File: src/rtl/gate_tt_sequencer.sv
// Walks a 2-input gate through 00,01,10,11, holding each vector for DWELL cycles,
// captures the gate output per vector and grades the table against an expected mask.
module gate_tt_sequencer #(
    parameter int unsigned DWELL = 10,
    parameter int unsigned CNT_W = 8
) (
    input  logic       clk,
    input  logic       rst_n,
    input  logic       start,
    input  logic [3:0] expected,
    output logic       a,
    output logic       b,
    input  logic       c,
    output logic       busy,
    output logic       done,
    output logic       pass,
    output logic [3:0] result,
    output logic [1:0] err_idx
);

    typedef enum logic [1:0] {StIdle, StDrive, StDone} state_e;

    localparam logic [CNT_W-1:0] CntLast = CNT_W'(DWELL - 1);

    state_e           state_q;
    logic [1:0]       idx_q;
    logic [CNT_W-1:0] cnt_q;
    logic [3:0]       exp_q;
    logic [3:0]       table_next;
    logic [3:0]       mismatch;
    logic [1:0]       err_next;

    // Final table including the bit being captured this edge, so pass/err_idx
    // can be registered on the same edge that enters DONE.
    always_comb begin
        table_next         = result;
        table_next[idx_q]  = c;
        mismatch           = table_next ^ exp_q;
        err_next           = 2'd0;
        if (mismatch[0])      err_next = 2'd0;
        else if (mismatch[1]) err_next = 2'd1;
        else if (mismatch[2]) err_next = 2'd2;
        else if (mismatch[3]) err_next = 2'd3;
    end

    always_ff @(posedge clk or negedge rst_n) begin
        if (!rst_n) begin
            state_q <= StIdle;
            idx_q   <= 2'd0;
            cnt_q   <= '0;
            exp_q   <= 4'd0;
            a       <= 1'b0;
            b       <= 1'b0;
            busy    <= 1'b0;
            done    <= 1'b0;
            pass    <= 1'b0;
            result  <= 4'd0;
            err_idx <= 2'd0;
        end else begin
            done <= 1'b0;
            unique case (state_q)
                StIdle: begin
                    a    <= 1'b0;
                    b    <= 1'b0;
                    busy <= 1'b0;
                    if (start) begin
                        exp_q   <= expected;
                        pass    <= 1'b0;
                        result  <= 4'd0;
                        err_idx <= 2'd0;
                        idx_q   <= 2'd0;
                        cnt_q   <= '0;
                        busy    <= 1'b1;
                        state_q <= StDrive;
                    end
                end
                StDrive: begin
                    if (cnt_q == CntLast) begin
                        cnt_q         <= '0;
                        result[idx_q] <= c;
                        if (idx_q == 2'd3) begin
                            state_q <= StDone;
                            busy    <= 1'b0;
                            done    <= 1'b1;
                            a       <= 1'b0;
                            b       <= 1'b0;
                            pass    <= (table_next == exp_q);
                            err_idx <= err_next;
                        end else begin
                            idx_q  <= idx_q + 2'd1;
                            {a, b} <= idx_q + 2'd1;
                        end
                    end else begin
                        cnt_q <= cnt_q + 1'b1;
                    end
                end
                StDone: begin
                    state_q <= StIdle;
                end
                default: begin
                    state_q <= StIdle;
                end
            endcase
        end
    end

endmodule

File: config.mk
export PLATFORM = sky130hd
export DESIGN_NAME = gate_tt_sequencer
export DESIGN_NICKNAME = d
export VERILOG_FILES = /design/src/rtl/gate_tt_sequencer.sv
export SDC_FILE = /design/constraint.sdc
export NUM_CORES = 1
export LEC_CHECK = 0
export CAP_MARGIN = 20
export CORE_MARGIN = 5
export CORE_UTILIZATION = 30
export CTS_CLUSTER_SIZE = 16
export DETAILED_ROUTE_END_ITERATION = 8
export SYNTH_ARGS = -nofsm -noshare
export SYNTH_HDL_FRONTEND = slang
export SYNTH_SLANG_ARGS = --single-unit
File: constraint.sdc
create_clock -name clk -period 2 [get_ports clk]
set_clock_uncertainty 0.1 [all_clocks]
set_input_delay 0.4 -clock clk [delete_from_list [all_inputs] [get_ports clk]]
set_output_delay 0.4 -clock clk [all_outputs]
set_load 0.01 [all_outputs]
==> impl_metrics.yaml <==
place:
  placed_area_um2: 1860
  gp_congestion: 0.764
  post-dp-hpwl_mm: 2.57
  port_buffers: 18
worst_setup_path:
  r2r_cells: 6
  worst-path-max-fanout: 4
  arrival_ps: 1980
  criticalPathCategory: "flip-flop to flip-flop"
  worstSetupEndpointType: "flip-flop"
  cp.required_ps: 2100
  cp-start-kind: "flip-flop"
sta:
  fin_crit_ps: 1880
  tightest_slew_ps: 384
  final_hold_viol_count: 0
  rsz0062_at_grt: "false"
  drv_slew: 0
  finalCritPeriodShare_pct: 93.9
  max_freq_ghz: 0.533
  maxSlewHeadroom_pct: 74.3
  final.setup.tns_ps: 0
  setup_violations: 0
floorplan:
  die_x_um: 80.8
  dieArea_um2: 6530
  io_pins: 19
  initial_core_util_pct: 31.5
  core.rowCount: 25
  die_y_um: 80.8
  core-area_um2: 4790
logic_synthesis:
  ys_seq_elements: 27
  synth_area_um2: 1510
  synth-warning-count: 0
  synth_area_per_cell_um2: 9.77
  synth-edff-count: 0
  ys_seq_area_share_pct: 44.9
  yosys_most_used_dff: "dfrtp_1"
  ys_types: 43
  netlist_instances: 154
  synth.net_count: 168
  synth-async-reset-ratio_pct: 100
power_and_ir_drop:
  p_leak_nw: 0.880
  p_switching_uw: 395
  p_int_uw: 929
  vdd_drop_max_uv: 341
  seqPwrFrac_pct: 53.5
  p_comb_share_pct: 22.2
  swShare_pct: 29.8
  clock_power_share_pct: 24.3
  powerDensity_nw_per_um2: 678
finish:
  layout-drive-gt1-share_pct: 19.8
  diodes: 0
  finalNetCount: 202
  final_core_util_pct: 40.8
  fin_area_um2: 1950
  layout_common_cells: "27 x dfrtp_1, 20 x nand2_1, 18 x clkdlybuf4s50_1"
  final_common_cell: "dfrtp_1"
  area_delta_synth_final_pct: 29.8
drt:
  ant_nets: 0
  vias: 1218
  vias_per_cell: 4.80
  drc: 0
  wl_per_cell_um: 13.6
  drtIter0Drc: 54
  drt-total-wl_mm: 3.47
  drtPass1Iterations: 4
clock_tree:
  cts.sinks: 27
  clkTransAtPathRegs_ps: 100
  cts_tree: "yes"
  cts-hold-fix-buffers: 0
  cts_buffers: 3
  cts_buffer_depth: 2
  htree_levels: 1
  clk-insertion-delay-late_ps: 280
  cts_root_buffer: "clkbuf_8"
global_routing:
  antenna_found_initial: 0
  grt_pass1_vias: 1228
  grt_pass1_wl_mm: 5.82
  gr-total-overflow: 0
  grt_usage_pct: 11.5
  grt_max_degree: 28
worst_hold_path:
  hold_class: "input port to async pin"
outcome:
  status: "completed"
flow_run:
  cap_violations: 0
==> worst max-delay path: stages, from the launching register on <==
cell     delay [ps]
dfrtp_1         430
inv_1           130
ha_1            240
mux2i_2         290
xnor2_1         110
or2_2           310
o31ai_2         210
==> registers in the layout, summed over array words and instances (netlist names) <==
name,count
a,1
b,1
state_q,2
cnt_q,8
err_idx,2
busy,1
done,1
idx_q,2
exp_q,4
pass,1
result,4
==> final timing paths <==
check / from / to / slack [ps]
setup reg to reg: idx_q[0] / pass / 120
max in group asynchronous: rst_n / cnt_q[1] / 1150
setup / recovery: idx_q[0] / pass / 120
hold / removal: rst_n / a / 390
min in group clk: exp_q[3] / exp_q[3] / 420
hold reg to reg: exp_q[3] / exp_q[3] / 420
==> final cells by class <==
type                    count  area (um2)
fillers                   468        2830
flip-flops and latches     27         676
well taps                  67        83.8
repair buffers             35         308
inverters                   8        30.0
clock inverters             1        7.51
multi-input cells         113         807
clock buffers               3        41.3
==> what timing repair did <==
action	in CTS	in global routing
gates resized for setup	0	8
setup endpoints to repair	0	3
buffers inserted	0	1
==> power groups by stage <==
stage          clock, mW  sequential (mW)  combinational [mW]
6_report           0.322            0.709               0.293
5_1_grt            0.368            0.723               0.331
4_1_cts            0.343            0.709               0.282
3_5_place_dp           0            0.719               0.281
3_3_place_gp           0            0.717               0.276
2_1_floorplan          0            0.718               0.154
==> metal layers <==
metal | GRT usage, % | wire length, um
met5 | 0 | 0
met4 | 4.90 | 81
met3 | 1.88 | 131
met2 | 18.2 | 1580
met1 | 15.4 | 1670
==> through the flow <==
| stage | instances | worst slack [ps] | hold WS [ps] | power [mW] |
|---|---|---|---|---|
| after CTS | 253 | 52.6 | 396 | 1.33 |
| after detailed placement | 249 | -117 | 391 | 0.999 |
| after global routing | 254 | 5.30 | 410 | 1.42 |
| final | 254 | 122 | 389 | 1.32 |
| after global placement | 249 | -73.0 | 391 | 0.993 |
| after floorplan | 154 | 195 | 4.41 | 0.872 |
==> Yosys cell counts (all sizes together), types with 3 or more instances <==
| master | instances | share of area [%] |
|---|---|---|
| a31oi | 3 | 1.2 |
| nand4 | 5 | 2.5 |
| o21ai | 6 | 2.0 |
| nor2b | 4 | 1.7 |
| dfrtp | 27 | 45 |
| nand2 | 21 | 5.2 |
| inv | 8 | 2.0 |
| o31ai | 3 | 1.5 |
| xor2 | 3 | 1.7 |
| nand3 | 11 | 3.7 |
| nor3b | 3 | 1.8 |
| xnor2 | 5 | 2.9 |
| nor2 | 7 | 1.7 |
| ha | 6 | 5.0 |
| clkbuf | 4 | 1.1 |
| nand3b | 3 | 1.5 |
| mux2i | 5 | 3.3 |
| a21oi | 3 | 1.0 |
==> cell families (layout without fill, tap and decap cells) <==
group | count (synthesis) | after routing | synth area share [%]
compound gates | 25 | 25 | 11.7
fa+ha+maj | 6 | 6 | 4.99
buf+inv | 14 | 47 | 3.74
simple gates | 67 | 67 | 25.2
xor+xnor | 8 | 8 | 4.66
flops | 27 | 27 | 44.9
mux | 7 | 7 | 4.82
Note: power is estimated with default switching activity, not from simulation.
